--- src/rtl/multicycle_controller_pkg.sv ---
// Shared encodings for the multicycle controller: FSM states, opcodes,
// ALU/PC select codes and the packed control word.
package multicycle_controller_pkg;

  typedef enum logic [3:0] {
    ST_FETCH   = 4'd0,
    ST_DECODE  = 4'd1,
    ST_MEMADR  = 4'd2,
    ST_MEMRD   = 4'd3,
    ST_MEMWB   = 4'd4,
    ST_MEMWR   = 4'd5,
    ST_EXEC    = 4'd6,
    ST_RWB     = 4'd7,
    ST_ADDI_EX = 4'd8,
    ST_ADDI_WB = 4'd9,
    ST_BRANCH  = 4'd10,
    ST_JUMP    = 4'd11,
    ST_HALT    = 4'd12,
    ST_TRAP    = 4'd13
  } state_t;

  localparam logic [5:0] OP_RTYPE = 6'h00;
  localparam logic [5:0] OP_LW    = 6'h23;
  localparam logic [5:0] OP_SW    = 6'h2B;
  localparam logic [5:0] OP_BEQ   = 6'h04;
  localparam logic [5:0] OP_J     = 6'h02;
  localparam logic [5:0] OP_ADDI  = 6'h08;

  localparam logic [1:0] ALU_OP_ADD   = 2'd0;
  localparam logic [1:0] ALU_OP_SUB   = 2'd1;
  localparam logic [1:0] ALU_OP_FUNCT = 2'd2;

  localparam logic [1:0] PC_SRC_ALU    = 2'd0;
  localparam logic [1:0] PC_SRC_ALUOUT = 2'd1;
  localparam logic [1:0] PC_SRC_JUMP   = 2'd2;

  localparam logic [1:0] ALUB_RT      = 2'd0;
  localparam logic [1:0] ALUB_FOUR    = 2'd1;
  localparam logic [1:0] ALUB_IMM     = 2'd2;
  localparam logic [1:0] ALUB_IMM_SH2 = 2'd3;

  typedef struct packed {
    logic       pc_write;
    logic       pc_write_c;
    logic [1:0] pc_src;
    logic       i_or_d;
    logic       ir_write;
    logic       mem_read;
    logic       mem_write;
    logic       mem_to_reg;
    logic       reg_dst;
    logic       reg_write;
    logic       alu_src_a;
    logic [1:0] alu_src_b;
    logic [1:0] alu_op;
    logic       halted;
    logic       trap;
  } ctrl_word_t;

  function automatic logic is_wait_state(input state_t s);
    return (s == ST_FETCH) || (s == ST_MEMRD) || (s == ST_MEMWR);
  endfunction

endpackage

--- src/rtl/multicycle_controller_ctrl_outputs_decode.sv ---
// Combinational state -> control-word lookup for the multicycle controller.
module ctrl_outputs_decode
  import multicycle_controller_pkg::*;
(
  input  state_t     state_i,
  input  logic       fetch_ack_i,
  output ctrl_word_t ctrl_o
);

  always_comb begin
    ctrl_o = '0;
    unique case (state_i)
      ST_FETCH: begin
        ctrl_o.mem_read  = 1'b1;
        ctrl_o.alu_src_b = ALUB_FOUR;
        ctrl_o.alu_op    = ALU_OP_ADD;
        ctrl_o.ir_write  = fetch_ack_i;
        ctrl_o.pc_write  = fetch_ack_i;
      end
      ST_DECODE: begin
        ctrl_o.alu_src_b = ALUB_IMM_SH2;
        ctrl_o.alu_op    = ALU_OP_ADD;
      end
      ST_MEMADR, ST_ADDI_EX: begin
        ctrl_o.alu_src_a = 1'b1;
        ctrl_o.alu_src_b = ALUB_IMM;
        ctrl_o.alu_op    = ALU_OP_ADD;
      end
      ST_MEMRD: begin
        ctrl_o.mem_read = 1'b1;
        ctrl_o.i_or_d   = 1'b1;
      end
      ST_MEMWB: begin
        ctrl_o.reg_write  = 1'b1;
        ctrl_o.mem_to_reg = 1'b1;
      end
      ST_MEMWR: begin
        ctrl_o.mem_write = 1'b1;
        ctrl_o.i_or_d    = 1'b1;
      end
      ST_EXEC: begin
        ctrl_o.alu_src_a = 1'b1;
        ctrl_o.alu_src_b = ALUB_RT;
        ctrl_o.alu_op    = ALU_OP_FUNCT;
      end
      ST_RWB: begin
        ctrl_o.reg_write = 1'b1;
        ctrl_o.reg_dst   = 1'b1;
      end
      ST_ADDI_WB: ctrl_o.reg_write = 1'b1;
      ST_BRANCH: begin
        ctrl_o.alu_src_a  = 1'b1;
        ctrl_o.alu_src_b  = ALUB_RT;
        ctrl_o.alu_op     = ALU_OP_SUB;
        ctrl_o.pc_src     = PC_SRC_ALUOUT;
        ctrl_o.pc_write_c = 1'b1;
      end
      ST_JUMP: begin
        ctrl_o.pc_src   = PC_SRC_JUMP;
        ctrl_o.pc_write = 1'b1;
      end
      ST_HALT: ctrl_o.halted = 1'b1;
      ST_TRAP: ctrl_o.trap   = 1'b1;
      default: ctrl_o = '0;
    endcase
  end

endmodule

--- src/rtl/multicycle_controller.sv ---
// Multicycle control FSM: sequences fetch/decode/execute/memory/writeback,
// handles memory-ready waits with timeout, halt requests and illegal-opcode traps.
module multicycle_controller
  import multicycle_controller_pkg::*;
#(
  parameter int unsigned MEM_TIMEOUT = 15,
  parameter int unsigned CNT_W       = 32
) (
  input  logic             clk,
  input  logic             reset,
  input  logic [5:0]       opcode,
  input  logic             zero,
  input  logic             mem_ready,
  input  logic             halt_req,
  output logic             pc_write,
  output logic             pc_write_c,
  output logic [1:0]       pc_src,
  output logic             i_or_d,
  output logic             ir_write,
  output logic             mem_read,
  output logic             mem_write,
  output logic             mem_to_reg,
  output logic             reg_dst,
  output logic             reg_write,
  output logic             alu_src_a,
  output logic [1:0]       alu_src_b,
  output logic [1:0]       alu_op,
  output logic             halted,
  output logic             trap,
  output logic [CNT_W-1:0] retired
);

  localparam logic [7:0] TIMEOUT_LAST = 8'(MEM_TIMEOUT - 1);

  state_t           state_q;
  logic [7:0]       timer_q;
  logic [CNT_W-1:0] retired_q;

  logic       halt_take;
  logic       fetch_ack;
  logic       timed_out;
  ctrl_word_t ctrl_dec;
  ctrl_word_t ctrl;

  // zero is gated by the datapath through pc_write_c, not by the FSM
  logic unused_zero;
  assign unused_zero = zero;

  assign halt_take = (state_q == ST_FETCH) && (timer_q == '0) && halt_req;
  assign fetch_ack = mem_ready && !halt_take;
  assign timed_out = !mem_ready && (timer_q == TIMEOUT_LAST);

  always_ff @(posedge clk or negedge reset) begin
    if (!reset) begin
      state_q   <= ST_FETCH;
      timer_q   <= '0;
      retired_q <= '0;
    end else begin
      if (is_wait_state(state_q) && !mem_ready && !halt_take && !timed_out)
        timer_q <= timer_q + 8'd1;
      else
        timer_q <= '0;

      unique case (state_q)
        ST_FETCH: begin
          if (halt_take)      state_q <= ST_HALT;
          else if (mem_ready) state_q <= ST_DECODE;
          else if (timed_out) state_q <= ST_TRAP;
        end
        ST_DECODE: begin
          unique case (opcode)
            OP_RTYPE:     state_q <= ST_EXEC;
            OP_LW, OP_SW: state_q <= ST_MEMADR;
            OP_BEQ:       state_q <= ST_BRANCH;
            OP_J:         state_q <= ST_JUMP;
            OP_ADDI:      state_q <= ST_ADDI_EX;
            default:      state_q <= ST_TRAP;
          endcase
        end
        ST_MEMADR: state_q <= (opcode == OP_LW) ? ST_MEMRD : ST_MEMWR;
        ST_MEMRD: begin
          if (mem_ready)      state_q <= ST_MEMWB;
          else if (timed_out) state_q <= ST_TRAP;
        end
        ST_MEMWR: begin
          if (mem_ready) begin
            state_q   <= ST_FETCH;
            retired_q <= retired_q + 1'b1;
          end else if (timed_out) begin
            state_q <= ST_TRAP;
          end
        end
        ST_EXEC:    state_q <= ST_RWB;
        ST_ADDI_EX: state_q <= ST_ADDI_WB;
        ST_MEMWB, ST_RWB, ST_ADDI_WB, ST_BRANCH, ST_JUMP: begin
          state_q   <= ST_FETCH;
          retired_q <= retired_q + 1'b1;
        end
        ST_HALT: if (!halt_req) state_q <= ST_FETCH;
        ST_TRAP: state_q <= ST_TRAP;
        default: state_q <= ST_TRAP;
      endcase
    end
  end

  ctrl_outputs_decode u_decode (
    .state_i     (state_q),
    .fetch_ack_i (fetch_ack),
    .ctrl_o      (ctrl_dec)
  );

  // Forcing the word low while reset is held keeps FETCH's read strobe quiet
  assign ctrl = reset ? ctrl_dec : '0;

  assign pc_write   = ctrl.pc_write;
  assign pc_write_c = ctrl.pc_write_c;
  assign pc_src     = ctrl.pc_src;
  assign i_or_d     = ctrl.i_or_d;
  assign ir_write   = ctrl.ir_write;
  assign mem_read   = ctrl.mem_read;
  assign mem_write  = ctrl.mem_write;
  assign mem_to_reg = ctrl.mem_to_reg;
  assign reg_dst    = ctrl.reg_dst;
  assign reg_write  = ctrl.reg_write;
  assign alu_src_a  = ctrl.alu_src_a;
  assign alu_src_b  = ctrl.alu_src_b;
  assign alu_op     = ctrl.alu_op;
  assign halted     = ctrl.halted;
  assign trap       = ctrl.trap;
  assign retired    = retired_q;

endmodule

--- config.mk ---
export PLATFORM = sky130hd
export DESIGN_NAME = multicycle_controller
export DESIGN_NICKNAME = d
export VERILOG_FILES = /design/src/rtl/multicycle_controller_pkg.sv /design/src/rtl/multicycle_controller_ctrl_outputs_decode.sv /design/src/rtl/multicycle_controller.sv
export SDC_FILE = /design/constraint.sdc
export NUM_CORES = 1
export LEC_CHECK = 0
export CAP_MARGIN = 30
export CORE_UTILIZATION = 45
export CTS_CLUSTER_DIAMETER = 100
export DETAILED_ROUTE_END_ITERATION = 8
export PLACE_DENSITY = 0.85
export REMOVE_ABC_BUFFERS = 1
export SKIP_LAST_GASP = 1
export SYNTH_ARGS = -nofsm -noshare
export SYNTH_HDL_FRONTEND = slang
export SYNTH_SLANG_ARGS = --single-unit
--- constraint.sdc ---
create_clock -name clk -period 1.75 [get_ports clk]
set_clock_uncertainty 0.05 [all_clocks]
set_input_delay 0.2625 -clock clk [delete_from_list [all_inputs] [get_ports clk]]
set_output_delay 0.2625 -clock clk [all_outputs]
set_load 0.05 [all_outputs]
==> results.md <==
* Root buffer cell: clkbuf_8
* Final Max Tran Viols at 0
* Largest net degree at the start of global routing at 37
* Clk pin slew, worst setup/hold paths at 0.09 ns
* Async set-reset flop share out of synthesis at 100%
* CP bufs+invs at 1
* Worst skew pair latency at 0.31 ns
* Pwr per Cell Area at 1310 nW/um^2
* Critical Path RT at 1.44 ns
* Antenna violations before repair at 0
* Tcrit/Tclk final at 125%
* Global routing usage on met2 at 51.2%
* Final GP Congestion at 0.816
* Die H at 77.6 um
* Slack of the critical path at -0.437 ns
* Violated checks: setup timing
* Final Setup Violations at 62
* H-tree Lvls at 2
* CP top delay family: simple AND/OR/NAND/NOR gates
* Worst R2R Start: state_q[1]
* RSZ-0062 raised after global routing: true
* Fillers at 237
* CP endpoint kind: output port
* Vias in the first global route at 2726
* Most used DFF post-synth: dfrtp_1
* Worst-Margin Slew at 0.461 ns
* Setup TNS Final at -12.29 ns
* Clk sinks at 44
* Max-cap violation count at 0
* Grt met1 use at 32.5%
* Tot Pwr at 6.20 mW
* Most Crowded Layer GR: met2
* Slowest CP cell: dfrtp_2
* 1st-iter DRT viols at 227
* Highest cell delay on the worst timing path at 0.49 ns
* Final WL at 10500 um
* Post-synth EDFFs at 0
* TritonRoute pass-1 iters at 4
* Global Route Usage Sum at 28.5%
* Reg-to-reg slack, setup at -0.29 ns
* Grt ovf at 0
* Ys Warns at 0
* Max Freq at 457 MHz
* Synthesized instance count at 262
* Outcome: finished, violations left
* Core area at 5510 um^2
* TritonCTS buffer count at 5
* Seq cells post-synth at 44
* Post-CTS Hold Buffers at 0
* Sequential-to-total area share from yosys stat at 42.8%
* Final hold vios at 0
* Row Count at 27
* Layout Nets at 413
* Worst path cell trace: nor4_4 > a21boi_2 > and3_4 > or2_4 > buf_8
* Mapped cell area at 2570 um^2
* RR Endpoint: retired[18]
* IO Port Bufs at 59
* Layout cell share with drive strength beyond 1 at 58.9%
* Min-delay worst type: primary input to asynchronous set/reset pin
* Antenna diodes at 0
* Clock Tree Buf Depth at 2
* Crit Path Max Fanout at 4
* Max-slew headroom at 69.1%
* WL per Instance at 22.3 um
* CP Launch Type: flip-flop
* R2R depth at 9
* Layout area overhead at 83.8%
* Met3 usage at 5.41%
* Initial Utilization at 46.7%
* Library cells used by synthesis at 50
* Vias per std cell at 5.98
* Via count at 2818
* Max VDD drop at 1.17 mV
* Detailed Place HPWL at 4660 um
* Drc violations at 0
* Leak at 2.14 nW
* Die width at 77.6 um
* Syn_area_per_cell at 9.81 um^2
* Die area at 6020 um^2
* CTS tree: done
* Data arrival, critical path at 1.87 ns
* First-pass GRT wire length at 13300 um
* Setup CP Type: flip-flop to output port
* I/O Pins at 61
* Period minus WS final at 2.19 ns
* Routed Antenna Nets at 0
## per-layer routing
metal / part of all wire [%] / vias up
met1: 38 / 1385
met3: 5.2 / 64
li1: - / 1208
met2: 50 / 161
met4: 6.7 / 0
met5: 0 / -
## metrics by stage
step | cells | util, % | cell area, um^2 | worst slack, ns | hold slack (ns)
after floorplan | 249 | - | 2490 | -1.02 | -0.0831
after global placement | 430 | 65.9 | 3630 | -0.560 | 0.294
after detailed placement | 430 | 65.9 | 3630 | -0.585 | 0.300
after CTS | 457 | 77.6 | 4270 | -0.350 | 0.0437
after global routing | 471 | 85.8 | 4730 | -0.470 | 0.161
final | 471 | 85.8 | 4730 | -0.437 | 0.146
## Yosys cell counts, types with 2 or more instances
master	count	area [um^2]
buf_2	3	15.0
ha_1	4	50.1
o21ai_0	4	20.0
and4_4	2	22.5
nor3_4	2	32.5
or3_1	4	25.0
nor4b_1	3	26.3
o22ai_1	2	12.5
xnor2_1	32	280
nand2_1	13	48.8
and2_1	3	18.8
nor4_1	3	18.8
and3_1	15	93.8
buf_6	3	33.8
nand3_1	21	105
a211oi_1	3	22.5
and4_1	5	43.8
nand2b_1	3	18.8
nor2_1	25	93.8
nand4_1	8	50.1
nor2b_1	2	12.5
clkbuf_1	5	18.8
a21oi_1	8	40.0
dfrtp_1	44	1100
buf_4	2	15.0
inv_1	6	22.5
or4_1	3	22.5
xor2_1	9	78.8
nor3_1	4	20.0
## final cells by class
| cell class | count | area (um^2) | area share (%) |
|---|---|---|---|
| clock inverters | 3 | 46.3 | 0.980 |
| inverters | 6 | 30.0 | 0.635 |
| multi-input cells | 200 | 1920 | 40.5 |
| well taps | 72 | 90.1 | 1.91 |
| clock buffers | 5 | 68.8 | 1.46 |
| flip-flops and latches | 44 | 1110 | 23.4 |
| repair buffers | 141 | 1470 | 31.1 |
## kinds of logic (layout without fill, tap and decap cells)
logic type	after synthesis	after routing	share of synthesized area [%]
XOR/XNOR	41	41	14.0
adder cells (fa/ha/maj)	4	4	1.95
multiplexers	1	1	0.438
flip-flops	44	44	42.8
AND/OR/NAND/NOR	124	125	28.8
buffers and inverters	19	155	4.09
AO/OA/AOI/OAI	29	29	7.93
## repair_timing
item                                    in CTS  in global routing
setup buffers                               17                 18
resized for setup                           93                 73
gates cloned                                 2                  1
endpoints found under the setup margin      56                 61
pin swaps                                   39                 39
endpoints found under the hold margin        0                  0
## worst reg2reg max path, stage by stage (launching register included)
cell	delay [ns]
dfrtp_2	0.48
buf_6	0.14
or4b_4	0.52
o31ai_4	0.11
buf_6	0.17
nor3_4	0.06
buf_12	0.15
buf_4	0.14
nand2_4	0.05
xnor2_2	0.10
## worst max-delay path by stage
stage / start / to / slack (ns) / depth (start not counted)
detailed placement: halt_req / pc_write / -0.59 / 6
global route: state_q[2] / pc_write / -0.47 / 5
finish: state_q[2] / pc_write / -0.44 / 5
floorplan: state_q[3] / alu_src_a / -1.02 / 3
CTS: timer_q[0] / pc_write / -0.35 / 7
global placement: halt_req / pc_write / -0.56 / 6
## cell usage in the layout, fill, tap and decap left out, types with 3 or more instances in the layout
master	instances
nand2_1	5
or4_4	3
buf_6	25
nor3_4	5
dfrtp_2	5
nand3_1	11
xnor2_2	7
nor2_4	15
dfrtp_1	39
clkbuf_8	5
nor2_2	5
or3_1	3
xnor2_1	25
xor2_1	8
buf_4	82
buf_8	5
nand2b_4	3
clkdlybuf4s50_1	6
buf_12	19
nor2_1	6
nand4_1	8
and3_1	13
and4_4	4
inv_1	3
a21oi_1	7
nand2_4	4
and4_1	3
nand3_2	9
o21ai_1	3
ha_1	3
## registers in the layout, summed over array words and instances (netlist names)
register  count
retired      32
state_q       4
timer_q       8
## where the power goes
group	total [mW]	switching, mW	internal, mW
logic	4.04	2.16	1.88
registers	1.33	0.180	1.15
clock network	0.839	0.409	0.431
Power figures use the tool's default switching activity.
==> patch (config.mk and constraints unchanged) <==
The parameter `CNT_W` goes from 32 to 36.
--- a/src/rtl/multicycle_controller.sv
+++ b/src/rtl/multicycle_controller.sv
@@ -5,5 +5,5 @@
 #(
   parameter int unsigned MEM_TIMEOUT = 15,
-  parameter int unsigned CNT_W       = 32
+  parameter int unsigned CNT_W       = 36
 ) (
   input  logic             clk,
Ports: changed (resized retired); port bits go from 61 to 65. The function was not compared with the original's and may differ.
==> patch against the original RTL <==
  * Sequential power up 3%
  * Highest routed layer unchanged
  * Synthesized area up 9.9%
  * Critical path type unchanged
  * Combinational power down 1%
  * Cell area up 10%
  * Non-clock buffer count up 34
  * Clock power up 6.7%
  * Largest cell class unchanged
  * Setup slack better by 0.024 ns
  * Total power up 1.0%
  * Final cell count up 17%
  * Count of clock-buffer cells in the layout unchanged
  * Routed wire length up 22%
  * Sequential cell count up 4
  * First-iteration DRC count up 50%
  * The run still ends with setup timing left
==> patch: results (changes against the original RTL) <==
| Metric | Value |
|---|---|
| Hold buffer count at cts | `2 (+2)` |
| Post-synth top cells | `48 x dfrtp_1, 43 x nor2_1, 25 x xor2_1` |
| Placed instance area | `4089 um2 (+13%)` |
| Failing checks | `setup timing` |
| Number of global-route vias before repair | `3061 (+12%)` |
| Routed vias/inst | `6.330 (+5.8%)` |
| WL/cell | `23.16 um (+3.7%)` |
| Clock Pin Slew Worst Setup and Hold Paths | `0.12 ns (+0.03 ns)` |
| P_leak | `0.002455 uW (+15%)` |
| Met1 Use GR | `35.70% (+3.2 points)` |
| Setup-failing EPs final | `62 (unchanged)` |
| Drt pass-1 iters | `5 (+1)` |
| Post-DP HPWL | `5.742 mm (+23%)` |
| R2R cell count | `11 (+2)` |
| Final hold slack | `0.1802 ns (+0.03408 ns)` |
| Least-Margin Pin Slew | `0.5395 ns (+0.07816 ns)` |
| R2R Path End | `state_q[2]` |
| Setup TNS | `-9.414 ns (+2.880 ns)` |
| Diode count | `1 (+1)` |
| Seq. cell area | `1205 um2 (+8.8%)` |
| Setup ws final | `-0.4137 ns (+0.02382 ns)` |
| Status | `finished with violations` |
| Synthesized netlist cell count | `308 (+18%)` |
| Total setup buffers inserted after CTS | `18 (+1)` |
| DP Cell Count | `501 (+17%)` |
| Fraction of area in multi-input gates | `40.02% (-0.52 points)` |
| Non-clk buf share | `32.17% (+1.1 points)` |
| Initial drt markers | `341 (+50%)` |
| Largest net degree at the start of global routing | `41 (+11%)` |
| Metal1 wirelength | `4.594 mm (+16%)` |
| CP Capture Point | `reg_write` |
| Filler Cell Count | `251 (+5.9%)` |
| Bufs w/o clock | `175 (+24%)` |
| Number of flip-flops in the largest register | `36 (+13%)` |
| Largest cells by area after synthesis | `dfrtp_1 42%, xor2_1 7.7%, xnor2_1 6.2%` |
| Aggregate global-route resource usage | `29.33% (+0.86 points)` |
| Post-place setup slack | `-0.3205 ns (+0.2647 ns)` |
==> patch: cell types whose count changed after synthesis, moves of 5 or more <==
cell,delta
o21ai_0,+5
nor2_1,+18
xor2_1,+16
and3_1,-10
nand2_1,+11
clkbuf_1,+6
xnor2_1,-12
nor3_1,+7
==> patch: critical path: cells and delay by family, from the launching register on <==
kind / cells / cell delay, ns
AO/OA/AOI/OAI: 2 / 0.26
flip-flops: 1 / 0.42
buffers and inverters: 4 / 0.53
AND/OR/NAND/NOR: 3 / 0.31
==> patch: cells by family after synthesis <==
logic type               synth area share, %
AO/OA/AOI/OAI                          7.658
AND/OR/NAND/NOR                        29.97
flip-flops                             42.50
buffers and inverters                  3.762
multiplexers                          0.3984
XOR/XNOR                               13.94
adder cells (fa/ha/maj)                1.771
==> patch: power by group through the flow <==
stage	logic [uW]	registers (uW)	clock network, uW
floorplan	1020	1690	0
global placement	2430	1350	0
detailed placement	2480	1360	0
CTS	3120	1350	835
global route	4140	1380	932
finish	4000	1370	895
